## config.mk

```make
export PLATFORM = sky130hd
export DESIGN_NAME = fv_bank_req_arbiter
export DESIGN_NICKNAME = d
export VERILOG_FILES = /design/src/rtl/fv_bank_req_arbiter_pkg.sv /design/src/rtl/fv_bank_req_arbiter_rr_pick.sv /design/src/rtl/fv_bank_req_arbiter.sv
export SDC_FILE = /design/constraint.sdc
export NUM_CORES = 1
export LEC_CHECK = 0
export BUFFER_PORTS_ARGS = -buffer_cell sky130_fd_sc_hd__buf_4
export CAP_MARGIN = 25
export CORE_MARGIN = 3
export CORE_UTILIZATION = 40
export DETAILED_ROUTE_END_ITERATION = 7
export PLACE_DENSITY_LB_ADDON = 0.1
export SYNTH_ARGS = -nofsm -noshare
export SYNTH_HDL_FRONTEND = slang
export SYNTH_SLANG_ARGS = --single-unit
```

## constraint.sdc

```tcl
create_clock -name clk -period 3.8 [get_ports clk]
set_input_delay 0 -clock clk [delete_from_list [all_inputs] [get_ports clk]]
set_output_delay 0 -clock clk [all_outputs]
set_load 0.05 [all_outputs]
```

## src/rtl/fv_bank_req_arbiter_pkg.sv

```systemverilog
// Shared types and sizing for the FV bank request arbiter: FSM state encoding,
// default read timeout and the request packet sent to the FV bank controller.
package fv_bank_req_arbiter_pkg;

  localparam int NUM_EDGE_PE    = 4;
  localparam int MAX_NODE_ID    = 256;
  localparam int NODE_W         = $clog2(MAX_NODE_ID);
  localparam int FV_BANDWIDTH   = 64;
  localparam int PE_TAG_W       = $clog2(NUM_EDGE_PE);
  localparam int RD_TIMEOUT_DEF = 64;

  typedef enum logic [1:0] {
    ARB_IDLE    = 2'd0,
    ARB_WAIT_RD = 2'd1,
    ARB_WB      = 2'd2
  } arb_state_e;

  typedef struct packed {
    logic                    valid;
    logic                    rd_wr;
    logic                    wr_eos;
    logic [PE_TAG_W-1:0]     PE_tag;
    logic [NODE_W-1:0]       Node_id;
    logic [FV_BANDWIDTH-1:0] data;
  } Req2Output_SRAM_Bank;

endpackage

```

## src/rtl/fv_bank_req_arbiter_rr_pick.sv

```systemverilog
// Round-robin picker: first asserted request at or after ptr_i, wrapping.
// Produces both the one-hot grant and its index.
module fv_bank_req_arbiter_rr_pick #(
  parameter  int N  = 4,
  localparam int IW = (N > 1) ? $clog2(N) : 1
) (
  input  logic [N-1:0]  req_i,
  input  logic [IW-1:0] ptr_i,
  output logic [N-1:0]  gnt_oh_o,
  output logic [IW-1:0] gnt_idx_o,
  output logic          any_o
);

  logic [IW:0]   sum;
  logic [IW-1:0] idx;

  always_comb begin
    gnt_oh_o  = '0;
    gnt_idx_o = '0;
    any_o     = 1'b0;
    sum       = '0;
    idx       = '0;
    for (int k = 0; k < N; k++) begin
      sum = {1'b0, ptr_i} + (IW+1)'(k);
      if (sum >= (IW+1)'(N)) begin
        sum = sum - (IW+1)'(N);
      end
      idx = sum[IW-1:0];
      if (!any_o && req_i[idx]) begin
        any_o         = 1'b1;
        gnt_oh_o[idx] = 1'b1;
        gnt_idx_o     = idx;
      end
    end
  end

endmodule

```

## src/rtl/fv_bank_req_arbiter.sv

```systemverilog
// Arbitrates the FV bank between Edge PE reads (round-robin) and writebacks,
// yielding the bank entirely while iteration streaming owns it.
module fv_bank_req_arbiter
  import fv_bank_req_arbiter_pkg::*;
#(
  parameter  int NUM_RD     = NUM_EDGE_PE,
  parameter  int RD_TIMEOUT = RD_TIMEOUT_DEF,
  localparam int IDX_W      = (NUM_RD > 1) ? $clog2(NUM_RD) : 1
) (
  input  logic                          clk,
  input  logic                          reset,
  input  logic                          stream_mode,
  input  logic [NUM_RD-1:0]             rd_req_valid,
  input  logic [NUM_RD-1:0][NODE_W-1:0] rd_req_node_id,
  output logic [NUM_RD-1:0]             rd_req_ready,
  input  logic                          wb_valid,
  input  logic [NODE_W-1:0]             wb_node_id,
  input  logic [FV_BANDWIDTH-1:0]       wb_data,
  input  logic                          wb_eos,
  output logic                          wb_ready,
  input  logic                          rd_done,
  output Req2Output_SRAM_Bank           req_pkt,
  output logic [IDX_W-1:0]              grant_id,
  output logic                          busy,
  output logic                          err
);

  localparam int TMR_W = ($clog2(RD_TIMEOUT) > 0) ? $clog2(RD_TIMEOUT) : 1;

  arb_state_e        state_q, state_d;
  logic [IDX_W-1:0]  rr_ptr_q, rr_ptr_d;
  logic              last_wb_q, last_wb_d;
  logic [TMR_W-1:0]  timer_q, timer_d;
  logic [NODE_W-1:0] node_q, node_d;
  logic [IDX_W-1:0]  gid_q, gid_d;
  logic              err_q, err_d;

  logic [NUM_RD-1:0] pick_oh;
  logic [IDX_W-1:0]  pick_idx;
  logic              rd_any;
  logic              grant_rd;
  logic              grant_wb;

  fv_bank_req_arbiter_rr_pick #(
    .N (NUM_RD)
  ) u_rr_pick (
    .req_i     (rd_req_valid),
    .ptr_i     (rr_ptr_q),
    .gnt_oh_o  (pick_oh),
    .gnt_idx_o (pick_idx),
    .any_o     (rd_any)
  );

  // A writeback normally wins, but right after a WB grant pending reads go first.
  always_comb begin
    grant_rd = 1'b0;
    grant_wb = 1'b0;
    if (state_q == ARB_IDLE && !stream_mode) begin
      if (wb_valid && !(last_wb_q && rd_any)) begin
        grant_wb = 1'b1;
      end else if (rd_any) begin
        grant_rd = 1'b1;
      end
    end
  end

  always_comb begin
    state_d   = state_q;
    rr_ptr_d  = rr_ptr_q;
    last_wb_d = last_wb_q;
    timer_d   = timer_q;
    node_d    = node_q;
    gid_d     = gid_q;
    err_d     = err_q;
    case (state_q)
      ARB_IDLE: begin
        if (grant_wb) begin
          last_wb_d = 1'b1;
          node_d    = wb_node_id;
          if (!wb_eos) begin
            state_d = ARB_WB;
          end
        end else if (grant_rd) begin
          last_wb_d = 1'b0;
          gid_d     = pick_idx;
          node_d    = rd_req_node_id[pick_idx];
          rr_ptr_d  = (pick_idx == IDX_W'(NUM_RD - 1)) ? '0 : pick_idx + IDX_W'(1);
          timer_d   = TMR_W'(1);
          state_d   = ARB_WAIT_RD;
        end
      end
      ARB_WAIT_RD: begin
        if (rd_done) begin
          timer_d = '0;
          state_d = ARB_IDLE;
        end else if (timer_q >= TMR_W'(RD_TIMEOUT - 1)) begin
          // Timer holds cycles elapsed since the grant; give up and flag it.
          timer_d = '0;
          err_d   = 1'b1;
          state_d = ARB_IDLE;
        end else begin
          timer_d = timer_q + TMR_W'(1);
        end
      end
      ARB_WB: begin
        if (!wb_valid) begin
          err_d = 1'b1;
        end
        if (wb_eos) begin
          state_d = ARB_IDLE;
        end
      end
      default: begin
        state_d = ARB_IDLE;
      end
    endcase
  end

  always_ff @(posedge clk) begin
    if (reset) begin
      state_q   <= ARB_IDLE;
      rr_ptr_q  <= '0;
      last_wb_q <= 1'b0;
      timer_q   <= '0;
      node_q    <= '0;
      gid_q     <= '0;
      err_q     <= 1'b0;
    end else begin
      state_q   <= state_d;
      rr_ptr_q  <= rr_ptr_d;
      last_wb_q <= last_wb_d;
      timer_q   <= timer_d;
      node_q    <= node_d;
      gid_q     <= gid_d;
      err_q     <= err_d;
    end
  end

  // Grants are presented in the same cycle they are decided.
  always_comb begin
    req_pkt      = '0;
    rd_req_ready = '0;
    wb_ready     = 1'b0;
    grant_id     = gid_q;
    case (state_q)
      ARB_IDLE: begin
        if (grant_wb) begin
          req_pkt.valid   = 1'b1;
          req_pkt.rd_wr   = 1'b1;
          req_pkt.Node_id = wb_node_id;
          req_pkt.data    = wb_data;
          req_pkt.wr_eos  = wb_eos;
          wb_ready        = 1'b1;
        end else if (grant_rd) begin
          req_pkt.valid   = 1'b1;
          req_pkt.PE_tag  = PE_TAG_W'(pick_idx);
          req_pkt.Node_id = rd_req_node_id[pick_idx];
          rd_req_ready    = pick_oh;
          grant_id        = pick_idx;
        end
      end
      ARB_WAIT_RD: begin
        req_pkt.PE_tag  = PE_TAG_W'(gid_q);
        req_pkt.Node_id = node_q;
      end
      ARB_WB: begin
        req_pkt.valid   = 1'b1;
        req_pkt.rd_wr   = 1'b1;
        req_pkt.Node_id = node_q;
        req_pkt.data    = wb_data;
        req_pkt.wr_eos  = wb_eos;
        wb_ready        = 1'b1;
      end
      default: begin
        req_pkt = '0;
      end
    endcase
    if (reset) begin
      req_pkt      = '0;
      rd_req_ready = '0;
      wb_ready     = 1'b0;
      grant_id     = '0;
    end
  end

  assign busy = !reset && (state_q != ARB_IDLE);
  assign err  = !reset && err_q;

endmodule

```

# After elaboration in Yosys (flattened, before gate mapping)
# Cells that the tools add are included.
# word_totals
reg_bits	22
input_bits	114
output_inout_bits	86
word_cells	158
# op_classes
add_sub_neg	9
n_lt_le_gt_ge	14
eq_ne	12
mux	83
n_bitwise	4
reduce_logical	29
# op_table
operator	n
64-bit case mux with 2 select lines	1
77-bit 2-to-1 mux	1
64-bit 2-to-1 mux	1
2-bit 2-to-1 mux	21
4-bit 2-to-1 mux	8
8-bit 2-to-1 mux	4
1-bit 2-to-1 mux	26
6-bit 2-to-1 mux	4
8-bit binary-select mux with 2-bit select	1
8-bit case mux with 2 select lines	1
2-bit by 3-bit less-than comparator with 1-bit output, second input constant	5
1-bit logical AND	12
2-bit inequality test, second input constant	6
4-bit bitwise OR	3
6-bit case mux with 2 select lines	1
10-bit 2-to-1 mux	1
3-bit >= comparator, second input constant	3
3-bit inequality test, second input constant	3
1-bit binary-select mux with 2-bit select	4
1-bit demux with 2-bit select	4
2-bit by 1-bit >= comparator with 1-bit output, second input constant	4
4-bit AND reduction	2
2-bit nonzero test	4
2-bit by 1-bit subtractor with 2-bit output, second input constant	4
other kinds (18)	27

# Depth between registers and ports, before layout
# logic_depth
word_depth	23
ltp_mapped	12
mapped_depth_nobuf	9

# By module
# From an unflattened synthesis, not the netlist that was laid out.
# hier_totals
hier_cells	289
area_unflattened_um2	2289.7
# modules_own_cells
mod	n_inst	cells_each	area_per_inst_um2
fv_bank_req_arbiter	1	244	1868.0
fv_bank_req_arbiter_rr_pick	1	45	421.7

# Least setup slack after synthesis
# Ideal clock, no wire load.
# synth_path
path_kind	register -> output
from	reg rr_ptr_q[0]
to	out req_pkt[64] (netlist bit)
t_arrival_ps	3420
required_time_ps	3800
setup_slack_ps	380
path_stages_with_launch	12
n_path_buf	2
path_cell_list	dfxtp_1 -> buf_2 -> inv_2 -> ha_1 -> or3b_1 -> a2111o_1 -> nand3_2 -> o21ai_2 -> or2_1 -> buf_6 -> or2_1 -> a31oi_1
# synth_lines
element	line	source
from (decl)	fv_bank_req_arbiter.sv:31	logic [IDX_W-1:0] rr_ptr_q, rr_ptr_d;
from (signal assigned)	fv_bank_req_arbiter.sv:130	rr_ptr_q <= rr_ptr_d;
to (decl)	fv_bank_req_arbiter.sv:22	output Req2Output_SRAM_Bank req_pkt,

==> impl_metrics.toml <==
[detailed_routing]
wl_per_cell_um = 14.43
drt_first_pass_iters = 4
wl_um = 8483
drcViolationCount = 0
via_per_inst = 5.145
via_count = 3025
drt_iter0_drc = 156
final_antenna_net_count = 0

[die]
core_mm2 = 0.005743
die_w_um = 84.56
ios = 200
die_area_mm2 = 0.007150
die_h_um = 84.56
rows = 27
start_util_pct = 42.98

[job]
cap_violations = 0

[sta]
fin_crit_sh_pct = 92.70
rsz0062_at_grt = "false"
hold_viol = 0
post-route-min-period_ns = 3.523
finalSetupViolations = 0
fin_setup_tns_ns = 0
fmax_mhz = 283.9
skew_ns = 0.003845
maxSlewViolCount = 0
slew_headroom_pct = 52.70
worstMarginPinSlew_ns = 0.7048

[hold_path]
hold_class = "primary input to register"
hold_path_depth = 3

[cells_and_area]
design_area_mm2 = 0.004009
diodes = 0
nets = 644
final_layout_size_suffix_gt1_share_pct = 44.96
areaGrowthSynthToFinish_pct = 62.39

[critical_path]
worst-path-stages = 10
arrival_ns = 3.52
path_delay_family = "simple AND/OR/NAND/NOR gates"
critPathMostFrequentCell = "or2_1"
cp_cell_sequence = "inv_1 -> ha_1 -> or3b_1 -> a2111o_1 -> nand3_2 -> o21ai_2 -> or2_1 -> or2_1 -> a31oi_1 -> buf_4"
crit_path_top_delay_cell = "dfxtp_1"
r2r_cells = 9
cpPeakStageDelay_ns = 0.56
critical_path_buf_inv_count = 2
crit_fanout = 11
crit_path_start_kind = "register"
critPathCaptureType = "output pin"
critPathRequiredTime_ns = 3.80
crit_type = "register to output pin"

[global_route]
grt_antenna_before_repair = 0
grt_pass1_wl_um = 13340
grt_overflow_total = 0
grt_use_total_pct = 21.94
grt_max_degree = 49
first_global_vias = 2828

[synth]
async_flop_share_pct = 0
syn-instance-count = 333
synthTopCellsByArea = "dfxtp_1 (18%), and2_1 (17%), ha_1 (6.6%)"
synthFlopType = "dfxtp_1"
synth_seq_area_share_pct = 17.84
synth_enable_flop_cells = 0
synth-seq-cells = 22
yosys_warnings = 0
synth_cell_types = 51
avgSynthCellArea_um2 = 7.413
syn-num-nets = 460
netlist.area_leader.share_pct = 17.84
synthesis.area_mm2 = 0.002469
synth_top_area_cell = "dfxtp_1"

[clocking]
cts_buffers = 3
cts_root_buf = "clkbuf_8"
ctsResizeCount = 0
clk_pin_slew_worst_paths_ns = 0.08
cts_hold_buf = 0
clock_sinks = 22
cts_max_level = 1
cts_tree = "yes"
clock_latency_ns = 0.26
cts.path.max_buffers = 2

[pwr]
peakVddDrop_mv = 0.2205
cellPowerDensity_mw_per_mm2 = 300.3
p_leak_nw = 1.969

[status]
status = "complete, no violations"

[placement]
place.gp.congestion = 0.8522
dp_hpwl_um = 6786
placement.io_buffers = 199
place_area_mm2 = 0.003926
==> metrics by stage <==
step           instances  worst slack, ns  total power (W)  util [%]  hold WS, ns
4_1_cts              586           0.2159         0.001191     69.32      0.02340
3_3_place_gp         582           0.5970         0.001005     68.37       0.2935
2_1_floorplan        333           0.3801        0.0008041         -       0.1814
3_5_place_dp         582           0.5240         0.001017     68.37       0.3076
6_report             588           0.2773         0.001204     69.80      0.02671
5_1_grt              588          0.05870         0.001279     69.80      0.04984
==> flip-flops by register name (all words and copies together) (netlist names) <==
register,cells
node_q,8
timer_q,6
gid_q,2
rr_ptr_q,2
state_q,2
err_q,1
last_wb_q,1
==> layout make-up <==
class                   instances  area [um^2]
flip-flops and latches         22        440.4
multi-input cells             274         1831
fillers                       496         1734
clock buffers                   4        55.05
well taps                      72        90.09
repair buffers                205         1551
inverters                      11        41.29
==> layer usage <==
layer	vias up	routed length [um]	GRT usage, %	part of all wire, %
met5	-	0	0	0
met3	17	653	5.005	7.7
met2	125	4412	39.22	52
li1	1514	-	-	-
met4	0	149	4.460	1.8
met1	1369	3268	26.80	39
==> worst paths after layout <==
path	to	slack, ns	start
worst max register to register	node_q[7]	0.71	rr_ptr_q[1]
worst max-delay path	req_pkt[64]	0.28	rr_ptr_q[1]
worst min-delay path	node_q[5]	0.03	wb_node_id[5]
worst min register to register	err_q	0.47	err_q
==> timing repair <==
item | 4_1_cts | 5_1_grt
buffers inserted | 0 | 2
endpoints found under the hold margin | 0 | 0
setup endpoints to repair | 0 | 5
==> tightest hold or removal path, cell delays in order <==
cell and delay (ns):
buf_4 0.11, nand2_1 0.06, a31oi_1 0.07
==> power by group <==
part	total [W]	switching [W]	internal (W)
combinational	0.000761	0.000441	0.000320
clock	0.000172	0.0000791	0.0000924
sequential	0.000271	0.0000182	0.000253
==> logic make-up after synthesis <==
kind of cell / synth area share (%)
compound gates: 20.93
simple gates: 35.23
mux: 10.59
xor+xnor: 0.7097
flops: 17.84
fa+ha+maj: 6.589
buf+inv: 8.109
==> synthesized netlist by cell type, types with 3 or more instances <==
master and count:
and2_1 67, nor2_1 34, nand2_1 30, dfxtp_1 22
a31oi_1 19, a21oi_1 16, ha_1 13, clkbuf_1 10
mux2i_1 10, inv_1 9, mux2_2 8, nand3_1 8
o21ai_0 8, a22oi_1 7, buf_2 6, a221oi_1 5
a2bb2oi_1 5, buf_6 4, nor3_1 4, or2_1 4
buf_1 3, nor2b_1 3, or2_2 3
==> layout by cell type, fill, tap and decap left out, types with 2 or more instances in the layout <==
cell,synthesis,layout
buf_4,2,204
and2_1,67,67
nor2_1,34,33
nand2_1,30,30
dfxtp_1,22,22
a31oi_1,19,19
a21oi_1,16,16
ha_1,13,13
mux2i_1,10,10
inv_1,9,9
nand3_1,8,8
o21ai_0,8,8
mux2_2,8,8
a22oi_1,7,7
a221oi_1,5,5
a2bb2oi_1,5,5
nor3_1,4,4
or2_1,4,4
clkbuf_8,0,4
or2_2,3,3
nor2b_1,3,3
o21ai_1,2,2
a211oi_1,2,2
nand2b_1,2,2
inv_2,2,2
mux4_2,2,2
o21ai_2,2,2
(Power assumes the default switching activity.)
